<file path="config.mk">
export PLATFORM = sky130hd
export DESIGN_NAME = perf_window_sampler
export DESIGN_NICKNAME = d
export VERILOG_FILES = /design/src/rtl/perf_window_sampler.sv
export SDC_FILE = /design/constraint.sdc
export NUM_CORES = 2
export LEC_CHECK = 0
export CORE_MARGIN = 8
export CORE_UTILIZATION = 55
export DETAILED_ROUTE_END_ITERATION = 10
export GPL_ROUTABILITY_DRIVEN = 0
export PLACE_DENSITY = 0.76
export SLEW_MARGIN = 20
export SYNTH_ARGS = -nofsm -noshare
export SYNTH_HDL_FRONTEND = slang
export SYNTH_SLANG_ARGS = --single-unit
</file>
<file path="constraint.sdc">
create_clock -name clk_i -period 14.4 [get_ports clk_i]
set_clock_uncertainty 0.05 [all_clocks]
set_input_delay 3.6 -clock clk_i [delete_from_list [all_inputs] [get_ports clk_i]]
set_output_delay 3.6 -clock clk_i [all_outputs]
set_load 0.01 [all_outputs]
</file>
<file path="src/rtl/perf_window_sampler.sv">
// ---------------------------------------------------------------------------
// perf_window_sampler
//
// Windowed performance sampler that sits downstream of the writeback-stage
// cycle/retire monitor. The monitor supplies free-running cumulative 32-bit
// counters. Every WINDOW enabled cycles this block takes the difference
// between the live counters and a snapshot taken at the previous window
// boundary. It pushes the resulting record {window index, six deltas} into a
// small show-ahead FIFO. A consumer drains the FIFO over a valid/ready
// handshake.
//
// Parameters
//   WINDOW : enabled cycles per sample window (>= 2)
//   DEPTH  : sample FIFO entries (power of two, >= 2)
//
// Ports
//   clk_i            : clock
//   reset_i          : synchronous active-high reset; clears all state
//   enable_i         : window counter advances only while high
//   clear_i          : restart the window and re-baseline the snapshots
//                      (FIFO, window index and drop statistics untouched)
//   cycle_cnt_i      : cumulative cycle counter from the monitor
//   retire_cnt_i     : cumulative retired-instruction counter
//   alu_op_cnt_i     : cumulative ALU op counter
//   load_op_cnt_i    : cumulative load op counter
//   store_op_cnt_i   : cumulative store op counter
//   branch_op_cnt_i  : cumulative branch op counter
//   sample_ready_i   : consumer accepts the head record this cycle
//   sample_valid_o   : FIFO is non-empty
//   sample_index_o   : window number of the head record
//   sample_*_o       : per-window deltas of the head record
//   overflow_o       : sticky flag, at least one record was dropped
//   drop_cnt_o       : number of dropped records, saturating at 0xFFFF
// ---------------------------------------------------------------------------
module perf_window_sampler #(
  parameter int unsigned WINDOW = 1000,
  parameter int unsigned DEPTH  = 4
) (
  input  logic        clk_i,
  input  logic        reset_i,
  input  logic        enable_i,
  input  logic        clear_i,
  input  logic [31:0] cycle_cnt_i,
  input  logic [31:0] retire_cnt_i,
  input  logic [31:0] alu_op_cnt_i,
  input  logic [31:0] load_op_cnt_i,
  input  logic [31:0] store_op_cnt_i,
  input  logic [31:0] branch_op_cnt_i,
  input  logic        sample_ready_i,
  output logic        sample_valid_o,
  output logic [31:0] sample_index_o,
  output logic [31:0] sample_cycles_o,
  output logic [31:0] sample_retire_o,
  output logic [31:0] sample_alu_o,
  output logic [31:0] sample_load_o,
  output logic [31:0] sample_store_o,
  output logic [31:0] sample_branch_o,
  output logic        overflow_o,
  output logic [15:0] drop_cnt_o
);

  localparam int unsigned CNT_W = (WINDOW > 2) ? $clog2(WINDOW) : 1;
  localparam int unsigned PTR_W = (DEPTH > 2) ? $clog2(DEPTH) : 1;
  localparam logic [CNT_W-1:0] WIN_LAST = CNT_W'(WINDOW - 1);

  // One FIFO entry: the window number followed by the six deltas.
  typedef struct packed {
    logic [31:0] idx;
    logic [31:0] cycles;
    logic [31:0] retire;
    logic [31:0] alu;
    logic [31:0] load;
    logic [31:0] store;
    logic [31:0] branch;
  } sample_rec_t;

  logic [CNT_W-1:0] win_cnt;
  logic [31:0]      win_idx;

  logic [31:0] snap_cycles;
  logic [31:0] snap_retire;
  logic [31:0] snap_alu;
  logic [31:0] snap_load;
  logic [31:0] snap_store;
  logic [31:0] snap_branch;

  sample_rec_t      fifo_mem [DEPTH];
  logic [PTR_W:0]   wr_ptr;
  logic [PTR_W:0]   rd_ptr;
  logic [PTR_W-1:0] wr_addr;
  logic [PTR_W-1:0] rd_addr;

  logic        capture;
  logic        fifo_empty;
  logic        fifo_full;
  logic        pop;
  logic        push;
  logic        drop;
  sample_rec_t new_rec;
  sample_rec_t head_rec;

  // A capture fires on the last enabled cycle of a window. A clear in the
  // same cycle suppresses it, so the window simply restarts.
  assign capture = enable_i && !clear_i && (win_cnt == WIN_LAST);

  // Window position counter. Clear restarts it regardless of enable_i.
  always_ff @(posedge clk_i) begin
    if (reset_i) begin
      win_cnt <= '0;
    end else if (clear_i) begin
      win_cnt <= '0;
    end else if (enable_i) begin
      if (win_cnt == WIN_LAST) begin
        win_cnt <= '0;
      end else begin
        win_cnt <= win_cnt + CNT_W'(1);
      end
    end
  end

  // Snapshots re-baseline on every capture and on every clear. Between
  // those events they hold. Anything counted while enable_i is low
  // therefore lands in the next captured delta.
  always_ff @(posedge clk_i) begin
    if (reset_i) begin
      snap_cycles <= '0;
      snap_retire <= '0;
      snap_alu    <= '0;
      snap_load   <= '0;
      snap_store  <= '0;
      snap_branch <= '0;
    end else if (clear_i || capture) begin
      snap_cycles <= cycle_cnt_i;
      snap_retire <= retire_cnt_i;
      snap_alu    <= alu_op_cnt_i;
      snap_load   <= load_op_cnt_i;
      snap_store  <= store_op_cnt_i;
      snap_branch <= branch_op_cnt_i;
    end
  end

  // The window index advances on every capture, even when the record is
  // dropped. This lets the consumer detect lost windows as index gaps.
  always_ff @(posedge clk_i) begin
    if (reset_i) begin
      win_idx <= '0;
    end else if (capture) begin
      win_idx <= win_idx + 32'd1;
    end
  end

  // Deltas use plain modulo-2^32 subtraction, so a counter that wrapped
  // inside the window still yields the correct count.
  always_comb begin
    new_rec        = '0;
    new_rec.idx    = win_idx;
    new_rec.cycles = cycle_cnt_i     - snap_cycles;
    new_rec.retire = retire_cnt_i    - snap_retire;
    new_rec.alu    = alu_op_cnt_i    - snap_alu;
    new_rec.load   = load_op_cnt_i   - snap_load;
    new_rec.store  = store_op_cnt_i  - snap_store;
    new_rec.branch = branch_op_cnt_i - snap_branch;
  end

  // The pointers carry one extra wrap bit. Equal pointers mean empty.
  // Equal addresses with different wrap bits mean full.
  assign wr_addr    = wr_ptr[PTR_W-1:0];
  assign rd_addr    = rd_ptr[PTR_W-1:0];
  assign fifo_empty = (wr_ptr == rd_ptr);
  assign fifo_full  = (wr_ptr[PTR_W] != rd_ptr[PTR_W]) && (wr_addr == rd_addr);

  // A full FIFO still takes the new record when the head leaves in the
  // same cycle. The write then lands in the slot being vacated.
  assign pop  = !fifo_empty && sample_ready_i;
  assign push = capture && (!fifo_full || pop);
  assign drop = capture && fifo_full && !pop;

  // Record storage. It is cleared on reset so that every output reads
  // zero coming out of reset.
  always_ff @(posedge clk_i) begin
    if (reset_i) begin
      for (int unsigned i = 0; i < DEPTH; i++) begin
        fifo_mem[PTR_W'(i)] <= '0;
      end
    end else if (push) begin
      fifo_mem[wr_addr] <= new_rec;
    end
  end

  // Read and write pointers.
  always_ff @(posedge clk_i) begin
    if (reset_i) begin
      wr_ptr <= '0;
      rd_ptr <= '0;
    end else begin
      if (push) begin
        wr_ptr <= wr_ptr + (PTR_W+1)'(1);
      end
      if (pop) begin
        rd_ptr <= rd_ptr + (PTR_W+1)'(1);
      end
    end
  end

  // Drop bookkeeping. The overflow flag is sticky until reset. The drop
  // counter stops at all-ones rather than wrapping back to zero.
  always_ff @(posedge clk_i) begin
    if (reset_i) begin
      overflow_o <= 1'b0;
      drop_cnt_o <= '0;
    end else if (drop) begin
      overflow_o <= 1'b1;
      if (drop_cnt_o != 16'hFFFF) begin
        drop_cnt_o <= drop_cnt_o + 16'd1;
      end
    end
  end

  // Show-ahead read port. The outputs come straight from storage at the
  // registered read pointer. sample_ready_i affects them only through the
  // pointer update at the clock edge.
  assign head_rec        = fifo_mem[rd_addr];
  assign sample_valid_o  = !fifo_empty;
  assign sample_index_o  = head_rec.idx;
  assign sample_cycles_o = head_rec.cycles;
  assign sample_retire_o = head_rec.retire;
  assign sample_alu_o    = head_rec.alu;
  assign sample_load_o   = head_rec.load;
  assign sample_store_o  = head_rec.store;
  assign sample_branch_o = head_rec.branch;

endmodule

</file>
== Word-level counts from Yosys, hierarchy flattened ==
Memories as Yosys holds them, arrays and structs flattened. A register that Yosys moved wholly into a read port is not among the register bits.
Cells that the tools add are included.
Storage, ports and cells
  register bits after elaboration: 257
  bits in latches: 0
  memory bits (writable): 896
  memory bits (read-only): 0
  logic and storage cells: 56
  memories kept: 1
Cells by class
  add/sub/neg operators: 11
  multiply operators: 0
  div/mod/pow operators: 0
  order comparisons: 0
  equality and inequality tests: 5
  shift-type cells: 0
  muxes and demuxes: 11
  bitwise gates (word level): 0
  reduce and logical (&&, ||, !) cells: 16
Memory list
  fifo_mem: words 4, width 224, read ports 1, clocked after Yosys merged registers in 1, write ports 4, RTL line 87  | sample_rec_t fifo_mem [DEPTH];
Operators by type and width (number)
  224-bit two-way mux: 1
  224-bit OR reduction: 1
  32-bit subtractor: 6
  32-bit by 1-bit adder with 32-bit output, second input constant: 1
  16-bit by 1-bit adder with 16-bit output, second input constant: 1
  16-bit != test, second input constant: 1
  10-bit by 1-bit adder with 10-bit output, second input constant: 1
  10-bit == test, second input constant: 1
  10-bit two-way mux: 1
  1-bit logical AND: 7
  3-bit by 1-bit adder with 3-bit output, second input constant: 2
  1-bit two-way mux: 6
  2-bit two-way mux: 3
  1-bit zero test: 4
  3-bit == test: 1
  2-bit == test: 1
  1-bit logical OR: 2
  2-bit AND reduction: 1
  2-bit OR reduction: 1
  1-bit != test: 1

== Longest topological paths before layout ==
  depth in word-level cells: 10
  depth in mapped cells: 12
  gate-level depth less buffers: 12

== Worst setup path after synthesis ==
OpenSTA, ideal clock, no wires.
  kind: input to register
  start point: input enable_i
  end point: memory fifo_mem[0][0] (netlist name), enable pin
  library setup time: 625 ps
  data arrival time: 10374 ps
  required time: 13725 ps
  path slack: 3351 ps
  stages on the path: 9
  buffers on the path: 3
  cells stage by stage: buf_2 > nand3_1 > nor4_4 > nand2b_2 > or2_1 > clkbuf_1 > or3_1 > clkbuf_1 > nand2b_1
RTL lines
  from (decl): RTL line 41  | input logic enable_i,
  to (decl): RTL line 87

==> impl_metrics.py <==
metrics = {
    "clock_network": {
        "cts_tree": "yes",
        "cts_resized": 0,
        "insertion_delay_ns": 0.70,
        "cts_buffers": 118,
        "clk_pin_slew_ns": 0.06,
        "clkSinkCount": 1155,
        "clockRootBuffer": "clkbuf_16",
        "htree_levels": 3,
        "hold_buffers": 0,
        "cts_buffer_depth": 3,
        "cts_setup_buffers": 0,
    },
    "global_route": {
        "grt_max_degree": 145,
        "grt_usage_pct": 25.3,
        "grt_pass1_vias": 39000,
        "overflow": 0,
        "grt_use_met3_pct": 4.18,
        "busiest_layer": "met2",
        "met2_usage_pct": 43.3,
        "grt_pass1_wl_um": 224000,
        "globalRouteMet1Util_pct": 32.5,
        "antenna_found_initial": 13,
    },
    "setup_path": {
        "r2r-end": "fifo_mem[2][119]",
        "r2r_cells": 9,
        "slowest_delay_ns": 0.97,
        "rr_startpoint": "wr_ptr[0]",
        "critPathLaunchType": "flip-flop",
        "critPathArrivalTime_ns": 4.59,
        "path_delay_family": "buffers and inverters",
        "crit_chain": "buf_12 > buf_4 > mux4_2 > clkdlybuf4s50_1",
        "crit_slowest_cell": "dfxtp_4",
        "cp_max_fo": 101,
        "end_kind": "output pin",
        "timing.critical_path.buf_inv": 3,
        "crit_required_ns": 10.75,
        "r2r_setup_slack_ns": 9.14,
        "criticalPathCategory": "reg2out",
    },
    "final_layout": {
        "area_growth_pct": 17.4,
        "nNetsFinal": 5629,
        "final_common_cell": "nor2_1",
        "layout_common_cells": "905 x nor2_1, 896 x edfxtp_1, 518 x nand2_1, 437 x clkdlybuf4s50_1, 361 x a21oi_1",
        "fin_util_pct": 64.9,
        "drive_above_1_share_pct": 9.02,
    },
    "power_and_ir_drop": {
        "p_leak_nw": 24.0,
        "powerDensity_mw_per_mm2": 123,
        "ir_drop_v": 0.0000985,
    },
    "floorplanning": {
        "dieArea_mm2": 0.113,
        "floorplan.initialDensity_pct": 55.3,
        "io_pins": 439,
        "core-area_mm2": 0.102,
        "die_height_um": 336,
        "rows": 117,
        "die_x_um": 336,
    },
    "run": {
        "cap_violations": 0,
    },
    "timing": {
        "period_share_pct": 57.2,
        "setup_violations": 0,
        "fin_crit_ns": 8.24,
        "rsz0062_at_grt": "false",
        "finalWorstSetupSlack_ns": 6.16,
        "drv_slew": 0,
        "tns_ns": 0,
        "tightest_slew_ns": 1.14,
        "hold_violations": 0,
        "relSlewSlack_pct": 24.1,
        "max_freq_mhz": 121,
    },
    "min_path": {
        "min_to": "snap_retire[17]",
        "whs_path_depth": 2,
        "hp-start": "snap_retire[17]",
        "min_path_type": "reg2reg",
    },
    "synthesis": {
        "synth_cell_types": 74,
        "yosysSeqAreaShare_pct": 57.1,
        "synth_fp_nets": 5296,
        "yosys_register_bits": 1155,
        "synth_top_family_by_area": "simple AND/OR/NAND/NOR gates",
        "synth_xor_area_share_pct": 3.48,
        "yosysWarnings": 0,
        "synth_compound_area_share_pct": 8.15,
        "syn_area_mm2": 0.0562,
        "yosys.area_share.adder_pct": 4.60,
        "synthFlopType": "edfxtp_1",
        "synth_mux_area_share_pct": 9.07,
        "synth.avg_cell_area_um2": 11.5,
        "synth_simple_gate_area_share_pct": 14.2,
        "synthArstFlopShare_pct": 0,
        "synth-edff-count": 896,
        "synth_cells": 4896,
    },
    "route": {
        "vias": 39300,
        "finalWirelength_um": 146000,
        "detail_route.iter0.violations": 3772,
        "via_per_inst": 5.85,
        "drc": 0,
        "wl_per_cell_um": 21.8,
        "ant_nets": 0,
        "drt_pass1_iterations": 6,
    },
    "status": {
        "status": "finished, final reports clean",
    },
    "placed_design": {
        "place_ws_ns": 5.52,
        "io_buffers": 438,
        "dp_hpwl_um": 93700,
    },
}
[cell type report]
class                      instances  area [um^2]
antenna                           14         35.0
clock buffer                     149         3270
clock inverter                    75          982
fill                            7584        35700
inverter                         230          863
multi-input combinational       3251        22300
sequential                      1155        32100
tap                             1368         1710
timing repair buffer             473         4710
[worst max-delay path by stage]
| stage | depth (start not counted) | slack, ns | from | to |
|---|---|---|---|---|
| floorplan | 9 | 3.35 | enable_i | fifo_mem[0][0] |
| global placement | 10 | 5.60 | enable_i | fifo_mem[2][134] |
| detailed placement | 10 | 5.52 | enable_i | fifo_mem[2][136] |
| CTS | 4 | 5.99 | flip-flop | sample_retire_o[1] |
| global route | 4 | 5.77 | flip-flop | sample_retire_o[1] |
| finish | 4 | 6.16 | flip-flop | sample_retire_o[2] |
[worst reg2reg max path: stages, from the launching register on]
cell      delay [ns]
dfxtp_1         0.61
xor2_1          0.16
nor4_1          0.65
nand2b_2        0.32
or2_4           0.76
nor2_1          0.09
buf_4           0.28
nand2_4         0.63
nand2b_4        0.51
buf_12          0.40
[cell usage after synthesis (all sizes together) (5+ instances only)]
library cell / count / area share, %
nor2b: 24 / 0.27
nand4: 38 / 0.43
edfxtp: 896 / 48
mux2i: 5 / 0.089
inv: 230 / 1.5
or3: 13 / 0.14
o211ai: 12 / 0.16
a21o: 95 / 1.3
a221o: 7 / 0.12
o31a: 7 / 0.11
fa: 6 / 0.21
ha: 197 / 4.4
a31o: 7 / 0.11
o21a: 24 / 0.32
clkbuf: 191 / 1.3
xor2: 130 / 2.0
a211oi: 17 / 0.23
and3: 67 / 0.75
nand2b: 34 / 0.38
o41ai: 5 / 0.078
nand2: 519 / 3.5
o21ai: 104 / 0.93
or2: 8 / 0.089
xnor2: 93 / 1.5
o31ai: 12 / 0.16
nor2: 907 / 6.1
a311oi: 5 / 0.078
nor3: 39 / 0.35
o21bai: 23 / 0.31
and4: 14 / 0.22
nand3: 44 / 0.39
o311ai: 5 / 0.078
nor4: 7 / 0.13
a221oi: 5 / 0.078
and2: 106 / 1.2
mux4: 224 / 9.0
a41oi: 6 / 0.094
a21oi: 361 / 3.2
buf: 69 / 0.57
a31oi: 32 / 0.37
dfxtp: 259 / 9.2
[per-stage QoR]
stage          instances  instance area, um^2  total power, mW  hold WS (ns)
2_1_floorplan       4896                56200             4.50         0.382
3_3_place_gp        6477                61700             4.82         0.388
3_5_place_dp        6477                61700             4.84         0.393
4_1_cts             6701                65900             8.15         0.402
5_1_grt             6711                65900             8.38         0.415
6_report            6715                65900             8.11         0.398
[logic make-up after synthesis]
group	after synthesis
compound gates	755
xor+xnor	223
fa+ha+maj	203
buf+inv	490
flops	1155
mux	229
simple gates	1841
[flip-flops by register name, summed over array words and instances (netlist names), 10 cells and up, named ones only]
register / flops
drop_cnt_o: 16
fifo_mem: 896
snap_alu: 32
snap_branch: 32
snap_cycles: 32
snap_load: 32
snap_retire: 32
snap_store: 32
win_cnt: 10
win_idx: 32
[power breakdown]
part	switching [mW]	internal [mW]	total (mW)
clock network	1.31	2.02	3.32
registers	0.0489	3.74	3.79
logic	0.617	0.383	1.00
[per-layer routing]
| metal | share of wire (%) | wire length [um] |
|---|---|---|
| met1 | 40 | 58400 |
| met2 | 50 | 72600 |
| met3 | 7.3 | 10800 |
| met4 | 3.2 | 4630 |
| met5 | 0 | 0 |
(Power assumes the default switching activity.)
==> edit: new RTL, same settings <==
One comparison of `win_cnt` changes from == to >=.
--- a/src/rtl/perf_window_sampler.sv
+++ b/src/rtl/perf_window_sampler.sv
@@ -111,5 +111,5 @@
       win_cnt <= '0;
     end else if (enable_i) begin
-      if (win_cnt == WIN_LAST) begin
+      if (win_cnt >= WIN_LAST) begin
         win_cnt <= '0;
       end else begin
Function: same outputs for any inputs over 4 cycles, from zero or initial values and one cycle with reset_i high; that may be too few to reach the edited logic, so the function may still have changed.
==> edit against the unedited design <==
Sequential cell count is the same; hold slack better by 0.97 ps; area after synthesis up 0.82%; count of clock-buffer cells in the layout is 29 higher; largest cell class unchanged; worst setup slack lost 500 ps; wire length rose by 0.55%; via count is essentially flat; design area rose by 0.16%; total power shrank 2.4%; die area rose by 0.78%; non-clock buffer count increased by 5.
==> edit: results (changes against the unedited design) <==
<table>
<tr><th>Metric</th><th>Value</th></tr>
<tr><th colspan="2">Outcome</th></tr>
<tr><td>Result of the run</td><td>completed</td></tr>
<tr><th colspan="2">GRT</th></tr>
<tr><td>Wire length of the first global-routing pass</td><td>226000 um (+0.76%)</td></tr>
<tr><td>Total routing usage reported by global routing</td><td>25.4% (+0.15 points)</td></tr>
<tr><td>Met3 Track Usage GR</td><td>6.01% (+1.8 points)</td></tr>
<tr><td>Global routing met2 resource utilization</td><td>43.5% (+0.19 points)</td></tr>
<tr><td>Number of antenna violations at the first check in global routing</td><td>23 (+10)</td></tr>
<tr><td>Maximum number of pins on one net before global-route repair</td><td>143 (-1.4%)</td></tr>
<tr><th colspan="2">Final layout</th></tr>
<tr><td>Non-filler cells in the finished layout</td><td>6752 (+0.55%)</td></tr>
<tr><td>Number of nets in the final layout</td><td>5667 (+0.68%)</td></tr>
<tr><td>Number of filler cells placed in the layout</td><td>7708 (+1.6%)</td></tr>
<tr><th colspan="2">Synthesis</th></tr>
<tr><td>Leading post-synthesis cells by cell area</td><td>sky130_fd_sc_hd__edfxtp_1 48%, sky130_fd_sc_hd__dfxtp_1 9.2%, sky130_fd_sc_hd__mux4_2 8.9%</td></tr>
<tr><td>Portion of netlist area occupied by mux cells</td><td>9.05% (-0.020 points)</td></tr>
<tr><td>Most used standard cells in the synthesized netlist</td><td>906 x sky130_fd_sc_hd__nor2_1, 896 x sky130_fd_sc_hd__edfxtp_1, 543 x sky130_fd_sc_hd__nand2_1</td></tr>
<tr><td>Synthesized area per cell</td><td>11.4 um^2 (-0.22%)</td></tr>
<tr><td>Post-synth net total</td><td>5347 (+0.96%)</td></tr>
<tr><td>Post-synthesis cell type count</td><td>92 (+24%)</td></tr>
<tr><td>Complex-gate fraction of the synthesized area</td><td>8.53% (+0.37 points)</td></tr>
<tr><th colspan="2">Route</th></tr>
<tr><td>Highest Signal Layer</td><td>met5</td></tr>
<tr><td>Wire length on met3</td><td>13100 um (+22%)</td></tr>
<tr><td>Total iterations of the first detailed-routing run</td><td>5 (-1)</td></tr>
<tr><td>Total vias in the final route</td><td>39200 (-0.094%)</td></tr>
<tr><th colspan="2">Placement</th></tr>
<tr><td>Post-detail-place hpwl</td><td>95300 um (+1.7%)</td></tr>
<tr><td>Placed Instance Area</td><td>62100 um^2 (+0.65%)</td></tr>
<tr><td>Worst slack at placement</td><td>4900 ps (-625 ps)</td></tr>
<tr><th colspan="2">Pwr</th></tr>
<tr><td>Largest vdd supply drop</td><td>0.0972 mV (-1.4%)</td></tr>
<tr><td>Clk. pwr</td><td>3.11 mW (-6.3%)</td></tr>
<tr><th colspan="2">Worst setup path</th></tr>
<tr><td>Delay of the slowest critical-path stage</td><td>1120 ps (+150 ps)</td></tr>
<tr><td>Arrival time at the worst endpoint</td><td>9000 ps (+4410 ps)</td></tr>
</table>
==> edit: final timing paths <==
path / slack, ps / cells past startpoint / from / endpoint
setup / recovery: 5660 / 9 / enable_i / fifo_mem[2][217]
hold / removal: 400 / 2 / snap_load[17] / snap_load[17]
hold reg to reg: 400 / 2 / snap_load[17] / snap_load[17]
setup reg to reg: 8620 / 9 / win_cnt[0] / fifo_mem[2][217]
==> edit: final cells by class <==
cell class	instances	area (um^2)	area share, %
diodes	14	35.0	0.0530
clock buffers	178	3370	5.11
clock inverters	45	556	0.841
inverters	224	841	1.27
multi-input cells	3290	22700	34.3
flip-flops and latches	1155	32100	48.6
well taps	1368	1710	2.59
repair buffers	478	4750	7.19
==> edit: worst register-to-register path, delay by kind of cell (launching register included) <==
kind | cells | cell delay, ps
adders and majority gates | 1 | 210
buffers and inverters | 3 | 2110
DFF | 1 | 370
and+or+nand+nor | 5 | 2640
